`src/rtl/pipe_pkg.sv`:
```
// Shared definitions for the elastic pipeline stages of the core.
// Latency: n/a (types and constants only).
// Backpressure: n/a.
package pipe_pkg;

  // Occupancy states of one elastic stage.
  typedef enum logic [1:0] {
    EMPTY = 2'd0,
    ONE   = 2'd1,
    FULL  = 2'd2
  } pipe_state_e;

  // NOP instruction encoding; doubles as the bubble payload.
  localparam logic [31:0] PIPE_NOP = 32'h0000_003F;

  // Basic field widths used to size the per-stage payload vectors.
  localparam int PC_W     = 32;
  localparam int INSTR_W  = 32;
  localparam int XLEN     = 32;
  localparam int REG_IDX_W = 5;
  localparam int CTRL_W   = 8;

  // Packed payload widths for each stage boundary.
  localparam int IFID_W  = PC_W + INSTR_W;
  localparam int IDEX_W  = PC_W + 2 * XLEN + REG_IDX_W + CTRL_W;
  localparam int EXMEM_W = 2 * XLEN + REG_IDX_W + CTRL_W;
  localparam int MEMWB_W = XLEN + REG_IDX_W + CTRL_W;

  // Number of valid entries held in a given state.
  function automatic logic [1:0] state_occ(input pipe_state_e s);
    case (s)
      ONE:     return 2'd1;
      FULL:    return 2'd2;
      default: return 2'd0;
    endcase
  endfunction

endpackage

```
`src/rtl/sat_counter.sv`:
```
// Saturating up-counter with synchronous clear.
// Latency: count reflects en one cycle after the edge that samples it.
// Backpressure: none; holds at all-ones once saturated.
module sat_counter #(
  parameter int WIDTH = 16
) (
  input  logic             clk,
  input  logic             clr,
  input  logic             en,
  output logic [WIDTH-1:0] count
);

  logic [WIDTH-1:0] cnt_q;
  logic [WIDTH-1:0] cnt_d;

  // Next count: step by one unless already at the maximum.
  always_comb begin
    cnt_d = cnt_q;
    if (en && (cnt_q != {WIDTH{1'b1}})) begin
      cnt_d = cnt_q + WIDTH'(1);
    end
  end

  // Count register; clear wins over counting.
  always_ff @(posedge clk) begin
    if (clr) begin
      cnt_q <= '0;
    end else begin
      cnt_q <= cnt_d;
    end
  end

  assign count = cnt_q;

endmodule

```
`src/rtl/pipe_skid_stage.sv`:
```
// Elastic pipeline register with a two-entry skid buffer, flush and stall counter.
// Latency: 1 cycle from accept to out_valid; sustains 1 payload/cycle.
// Backpressure: in_ready comes only from registered state; one extra payload is absorbed into skid.
module pipe_skid_stage
  import pipe_pkg::*;
#(
  parameter int               WIDTH  = 32,
  parameter logic [WIDTH-1:0] BUBBLE = WIDTH'(PIPE_NOP),
  parameter int               CNT_W  = 16
) (
  input  logic             clk,
  input  logic             rst,
  input  logic             in_valid,
  output logic             in_ready,
  input  logic [WIDTH-1:0] in_data,
  output logic             out_valid,
  input  logic             out_ready,
  output logic [WIDTH-1:0] out_data,
  input  logic             flush,
  output logic [1:0]       occupancy,
  output logic [CNT_W-1:0] stall_cnt
);

  pipe_state_e      state_q, state_d;
  logic [WIDTH-1:0] main_q, main_d;
  logic [WIDTH-1:0] skid_q, skid_d;
  logic             accept;
  logic             consume;

  // Handshake outputs are decoded from registered state only (rst just gates in_ready).
  assign in_ready  = (state_q != FULL) & ~rst;
  assign out_valid = (state_q != EMPTY);
  assign out_data  = main_q;
  assign occupancy = state_occ(state_q);

  assign accept  = in_valid & in_ready;
  assign consume = out_valid & out_ready;

  // Next state and entry contents; flush overrides every transition.
  always_comb begin
    state_d = state_q;
    main_d  = main_q;
    skid_d  = skid_q;
    case (state_q)
      EMPTY: begin
        if (accept) begin
          state_d = ONE;
          main_d  = in_data;
        end
      end
      ONE: begin
        if (accept && !consume) begin
          state_d = FULL;
          skid_d  = in_data;
        end else if (accept && consume) begin
          main_d = in_data;
        end else if (consume) begin
          state_d = EMPTY;
          main_d  = BUBBLE;
        end
      end
      FULL: begin
        if (consume) begin
          state_d = ONE;
          main_d  = skid_q;
          skid_d  = BUBBLE;
        end
      end
      default: begin
        state_d = EMPTY;
        main_d  = BUBBLE;
        skid_d  = BUBBLE;
      end
    endcase
    if (flush) begin
      state_d = EMPTY;
      main_d  = BUBBLE;
      skid_d  = BUBBLE;
    end
  end

  // State and entry registers; reset empties the stage and loads bubbles.
  always_ff @(posedge clk) begin
    if (rst) begin
      state_q <= EMPTY;
      main_q  <= BUBBLE;
      skid_q  <= BUBBLE;
    end else begin
      state_q <= state_d;
      main_q  <= main_d;
      skid_q  <= skid_d;
    end
  end

  // Stall cycles are counted regardless of flush; only reset clears them.
  sat_counter #(
    .WIDTH(CNT_W)
  ) u_stall_cnt (
    .clk  (clk),
    .clr  (rst),
    .en   (out_valid & ~out_ready),
    .count(stall_cnt)
  );

endmodule

```
`config.mk`:
```
export PLATFORM = sky130hd
export DESIGN_NAME = pipe_skid_stage
export DESIGN_NICKNAME = d
export VERILOG_FILES = /design/src/rtl/pipe_pkg.sv /design/src/rtl/sat_counter.sv /design/src/rtl/pipe_skid_stage.sv
export SDC_FILE = /design/constraint.sdc
export NUM_CORES = 1
export LEC_CHECK = 0
export ABC_AREA = 0
export BUFFER_PORTS_ARGS = -buffer_cell sky130_fd_sc_hd__buf_4
export CAP_MARGIN = 20
export CORE_MARGIN = 1.5
export CORE_UTILIZATION = 50
export CTS_BUF_LIST = sky130_fd_sc_hd__clkbuf_16
export DETAILED_ROUTE_END_ITERATION = 12
export GPL_ROUTABILITY_DRIVEN = 0
export PLACE_DENSITY = 0.72
export SYNTH_ARGS = -nofsm -noshare
export SYNTH_HDL_FRONTEND = slang
export SYNTH_SLANG_ARGS = --single-unit
```
`constraint.sdc`:
```
create_clock -name clk -period 2.4 [get_ports clk]
set_input_delay 0.36 -clock clk [delete_from_list [all_inputs] [get_ports clk]]
set_output_delay 0.36 -clock clk [all_outputs]
set_load 0.05 [all_outputs]
```
# Word level (Yosys, flattened, before mapping)
# Cells that the tools add are included.
totals:
  wordCells: 48
  mem_count: 0
  out_inout_bits: 52
  latch_bits: 0
  romBits: 0
  inputBits: 37
  ram_bits: 0
  reg_bits: 82
classes:
  addsub: 1
  muxes: 15
  mul: 0
  n_eq_ne: 11
  order_cmp: 0
  n_div: 0
  bitwise_logic: 7
  n_reduce_logical: 10
  n_shift: 0
op_table:
  columns: ["operator", "count"]
  rows:
  - ["32-bit 2-to-1 mux", 6]
  - ["32-bit case mux with 3 select lines", 2]
  - ["16-bit by 1-bit adder with 16-bit output (second input constant)", 1]
  - ["16-bit inequality test (second input constant)", 1]
  - ["2-bit 2-to-1 mux", 5]
  - ["2-bit inequality test (second input constant)", 5]
  - ["3-bit inequality test (second input constant)", 3]
  - ["4-bit AND reduction", 2]
  - ["2-bit case mux with 3 select lines", 1]
  - ["1-bit bitwise AND", 4]
  - ["2-bit case mux with 2 select lines", 1]
  - ["1-bit logical AND", 3]
  - ["1-bit NOT", 3]
  - ["3-bit AND reduction", 1]
  - ["2-bit by 1-bit equality test with 1-bit output (second input constant)", 1]
  - ["2-bit equality test (second input constant)", 1]
  - ["2-bit zero test", 1]
  - ["2-bit nonzero test", 1]
  - ["2-bit OR reduction", 1]
  - ["1-bit zero test", 1]

# Depth between registers and ports, before layout
logic_depth:
  word_depth: 7
  mapped_depth: 7

# By module
# Synthesis repeated with hierarchy kept, for this count alone.
hier_totals:
  hier_cells: 453
  hier_area_um2: 4117.7
by_module_without_submodules:
  columns: ["module", "area_each_um2", "n_inst", "cells_each", "seq_area_each_um2"]
  rows:
  - ["pipe_skid_stage", 3269.4, 1, 354, 1321.3]
  - ["sat_counter", 848.3, 1, 99, 320.3]

# Worst setup path before layout
# No wires, ideal clock.
synth_path:
  path_kind: "register to output"
  start: "register state_q[0]"
  end: "output port in_ready"
  arrival_ps: 1776
  setup_slack_ps: 264
  path_stages_with_launch: 5
  path_buffers: 1
  t_required_ps: 2040
  path_cell_list: "dfxtp_1 > nand2b_1 > clkbuf_1 > inv_1 > nor2_1"
synth_via:
  elab_chain_cells: 2
synth_rtl:
  columns: ["element", "line_no", "source"]
  rows:
  - ["start, declared", "pipe_skid_stage.sv:24", "pipe_state_e state_q, state_d;"]
  - ["start signal, assigned", "pipe_skid_stage.sv:89", "state_q <= state_d;"]
  - ["2-bit inequality test", "pipe_skid_stage.sv:31", "assign in_ready = (state_q != FULL) & ~rst;"]
  - ["1-bit bitwise AND", "pipe_skid_stage.sv:31", null]
  - ["end, declared", "pipe_skid_stage.sv:14", "output logic in_ready,"]
# Every way passes these cells.

# Worst setup path in the final report
# Same ends and word-level chain as after synthesis.

==> impl_metrics.json <==
{
  "status": "finished, final reports clean",
  "reg2reg_depth": 6,
  "netlist_top_cells_area": "sky130_fd_sc_hd__dfxtp_1 43%, sky130_fd_sc_hd__mux2i_1 7.0%, sky130_fd_sc_hd__a221o_1 6.8%",
  "first_pass_iters": 5,
  "cts-root-to-sink-buffers": 2,
  "route.vias.total": 3540,
  "dieHeight_microns": 90.72,
  "ctsResizeCount": 0,
  "antenna_violations_before_repair": 0,
  "finalHoldWorstSlack_ps": 262.9,
  "count_of_final_max_slew_check_failures": 0,
  "postCtsHoldBufs": 0,
  "synth_top_area_cell": "sky130_fd_sc_hd__dfxtp_1",
  "clock-skew-final_ps": 5.696,
  "sequential_group_share_of_total_power_pct": 45.5,
  "sw_frac_of_total_pct": 24.69,
  "ir_worst_vdd_uv": 556.9,
  "worstPathMaxFanout": 13,
  "final.min_clock_period_ps": 2112,
  "syn-cell-area_sq_um": 3847,
  "global_route.usage.total_pct": 23.30,
  "rsz0062_at_grt": "false",
  "dr.first_iter.drc_count": 211,
  "synth-warning-count": 0,
  "cp-start-kind": "register",
  "clock_slew_at_the_register_clock_pins_of_the_worst_setup_and_hold_paths_ps": 60,
  "power.static_leakage_nw": 1.915,
  "min-delay-path-class": "input pin to register",
  "synth_sequential_area_ratio_pct": 42.67,
  "async_set_reset_flop_share_out_of_synthesis_pct": 0,
  "drive_above_1_share_pct": 25.83,
  "design.core.area_sq_um": 7331,
  "postSynth.topFlopCell": "sky130_fd_sc_hd__dfxtp_1",
  "tns_ps": 0,
  "maximum_number_of_pins_on_one_net_before_global_route_repair": 29,
  "finish.net_count": 544,
  "syn2layout_area_growth_pct": 26.70,
  "clk_root_buffer_cell": "sky130_fd_sc_hd__clkbuf_16",
  "power.clock.fraction_pct": 43.1,
  "ys_seq_elements": 82,
  "synth_top_area_share_pct": 42.67,
  "synth_cell_types": 51,
  "die_w_microns": 90.72,
  "row_count": 31,
  "clock_sinks": 82,
  "drc": 0,
  "route.antenna.remaining_nets": 0,
  "worst-path-stages": 5,
  "slew-limit-headroom_pct": 71.36,
  "maxcap_violations": 0,
  "combinational_fraction_of_design_power_pct": 11.4,
  "crit_path_max_incr_delay_ps": 440,
  "floorplan.initialDensity_pct": 52.48,
  "internal_power_w": 0.002315,
  "achievable-frequency_mhz": 473.4,
  "setup.worst_path.class": "register to output pin",
  "wire_per_inst_microns": 15.40,
  "clk_latency_ps": 330,
  "synthCells": 426,
  "synth.net_count": 464,
  "period_utilisation_layout_pct": 88.01,
  "fillCellCount": 619,
  "avgSynthCellArea_sq_um": 9.032,
  "tightestPinTransition_ps": 428.0,
  "kind_of_end_point_of_the_critical_path": "output pin",
  "wl_microns": 9394,
  "cp_common_cell": "sky130_fd_sc_hd__buf_4",
  "worst_path_dominant_cell_family": "buffers and inverters",
  "critPathRequiredTime_ps": 2040,
  "holdPathStages": 2,
  "count_of_flip_flops_with_a_built_in_enable_after_synthesis": 0,
  "net-switching-power_w": 0.0007587,
  "critical-path-slowest-cell": "sky130_fd_sc_hd__dfxtp_1",
  "number_of_global_route_vias_before_repair": 3264,
  "fp.dieArea_sq_um": 8230,
  "hpwl_microns": 6192,
  "grt.overflow.total": 0,
  "timing.critical_path.arrival_ps": 1750,
  "cp_cell_sequence": "buf_4 > nand2b_1 > inv_1 > nor2_1 > buf_4",
  "synth_common_cells": "82 x sky130_fd_sc_hd__dfxtp_1, 67 x sky130_fd_sc_hd__nor2_1, 28 x sky130_fd_sc_hd__and2_1, 27 x sky130_fd_sc_hd__mux2i_1",
  "vias_per_cell": 5.803,
  "cts_setup_buffers": 0,
  "cts-buffers-inserted": 9,
  "critical_path.n_buffers_inverters": 3,
  "io_buffer_count": 88,
  "antenna_cells": 0,
  "first_pass_grt_wire_length_microns": 15730,
  "finalHoldViolCount": 0,
  "htreeDepth": 3,
  "power_per_cell_area_nw_per_um2": 630.4,
  "finalCoreUtilization_pct": 66.50,
  "yosysMostFrequentCell": "sky130_fd_sc_hd__dfxtp_1",
  "floorplan.io_pins": 89,
  "timing.final.setup_violations": 0,
  "cts_tree": "yes"
}
## flip-flops by register name (all words and copies together), names as in the netlist
name and count:
state_q 2, skid_q 32, u_stall_cnt.count 16, out_data 32
## cells in the final DEF, fill, tap and decap left out, types with 4 or more instances in the layout
| cell | count |
|---|---|
| sky130_fd_sc_hd__buf_4 | 102 |
| sky130_fd_sc_hd__dfxtp_1 | 82 |
| sky130_fd_sc_hd__nor2_1 | 67 |
| sky130_fd_sc_hd__and2_1 | 28 |
| sky130_fd_sc_hd__mux2i_1 | 27 |
| sky130_fd_sc_hd__a22oi_1 | 26 |
| sky130_fd_sc_hd__a221o_1 | 26 |
| sky130_fd_sc_hd__nand2_1 | 16 |
| sky130_fd_sc_hd__inv_1 | 12 |
| sky130_fd_sc_hd__nand4_1 | 10 |
| sky130_fd_sc_hd__a21oi_1 | 10 |
| sky130_fd_sc_hd__o21ai_0 | 9 |
| sky130_fd_sc_hd__clkbuf_16 | 9 |
| sky130_fd_sc_hd__nand3_1 | 7 |
| sky130_fd_sc_hd__o22ai_1 | 6 |
| sky130_fd_sc_hd__a2bb2oi_1 | 6 |
| sky130_fd_sc_hd__and3_1 | 4 |
| sky130_fd_sc_hd__nor4_1 | 4 |
| sky130_fd_sc_hd__nor3_1 | 4 |
| sky130_fd_sc_hd__nor2b_1 | 4 |
| sky130_fd_sc_hd__mux2_2 | 4 |
## per-layer routing
metal | share of wire (%) | vias up | wire (microns) | GRT usage [%]
met3 | 5.4 | 12 | 503 | 5.808
met5 | 0 | - | 0 | 0
met2 | 47 | 116 | 4381 | 36.28
met4 | 1.2 | 0 | 114 | 7.540
met1 | 47 | 1686 | 4395 | 31.44
li1 | - | 1726 | - | -
## cell families (layout without fill, tap and decap cells)
| group | count (synthesis) | count (layout) | synth area share (%) |
|---|---|---|---|
| muxes | 31 | 31 | 8.195 |
| buffers and inverters | 44 | 129 | 5.041 |
| AOI/OAI and AO/OA | 105 | 105 | 21.76 |
| DFF | 82 | 82 | 42.67 |
| adders and majority gates | 1 | 1 | 0.3252 |
| and+or+nand+nor | 163 | 163 | 22.02 |
## cell type report
| class | instances | area, sq um | share of cell area (%) |
|---|---|---|---|
| multi-input combinational | 300 | 2016 | 41.35 |
| sequential | 82 | 1642 | 33.68 |
| timing repair buffer | 102 | 765.7 | 15.71 |
| clock buffer | 9 | 225.2 | 4.620 |
| tap | 99 | 123.9 | 2.541 |
| clock inverter | 7 | 61.31 | 1.258 |
| inverter | 11 | 41.29 | 0.8470 |
## final timing paths
kind | startpoint | to | slack, ps
min reg2reg | out_data[31] | out_data[31] | 490
max | state_q[0] | in_ready | 290
min | in_data[21] | out_data[21] | 260
max reg2reg | state_q[1] | out_data[16] | 540
## power by group through the flow
stage	Combinational, W	Clock (W)	Sequential, W
finish	0.000349	0.00133	0.00140
global route	0.000375	0.00141	0.00140
CTS	0.000350	0.00135	0.00140
detailed placement	0.000348	0	0.00143
global placement	0.000345	0	0.00143
floorplan	0.000153	0	0.00149
## through the flow
stage	instance area (sq um)	worst slack, ps	std cells	total power (W)
after floorplan	3847	264.2	426	0.001645
after global placement	4588	555.1	594	0.001773
after detailed placement	4588	528.4	594	0.001777
after CTS	4875	264.9	610	0.003101
after global routing	4875	190.1	610	0.003184
final	4875	287.7	610	0.003073
No activity file was read; power rests on OpenSTA's default activity.
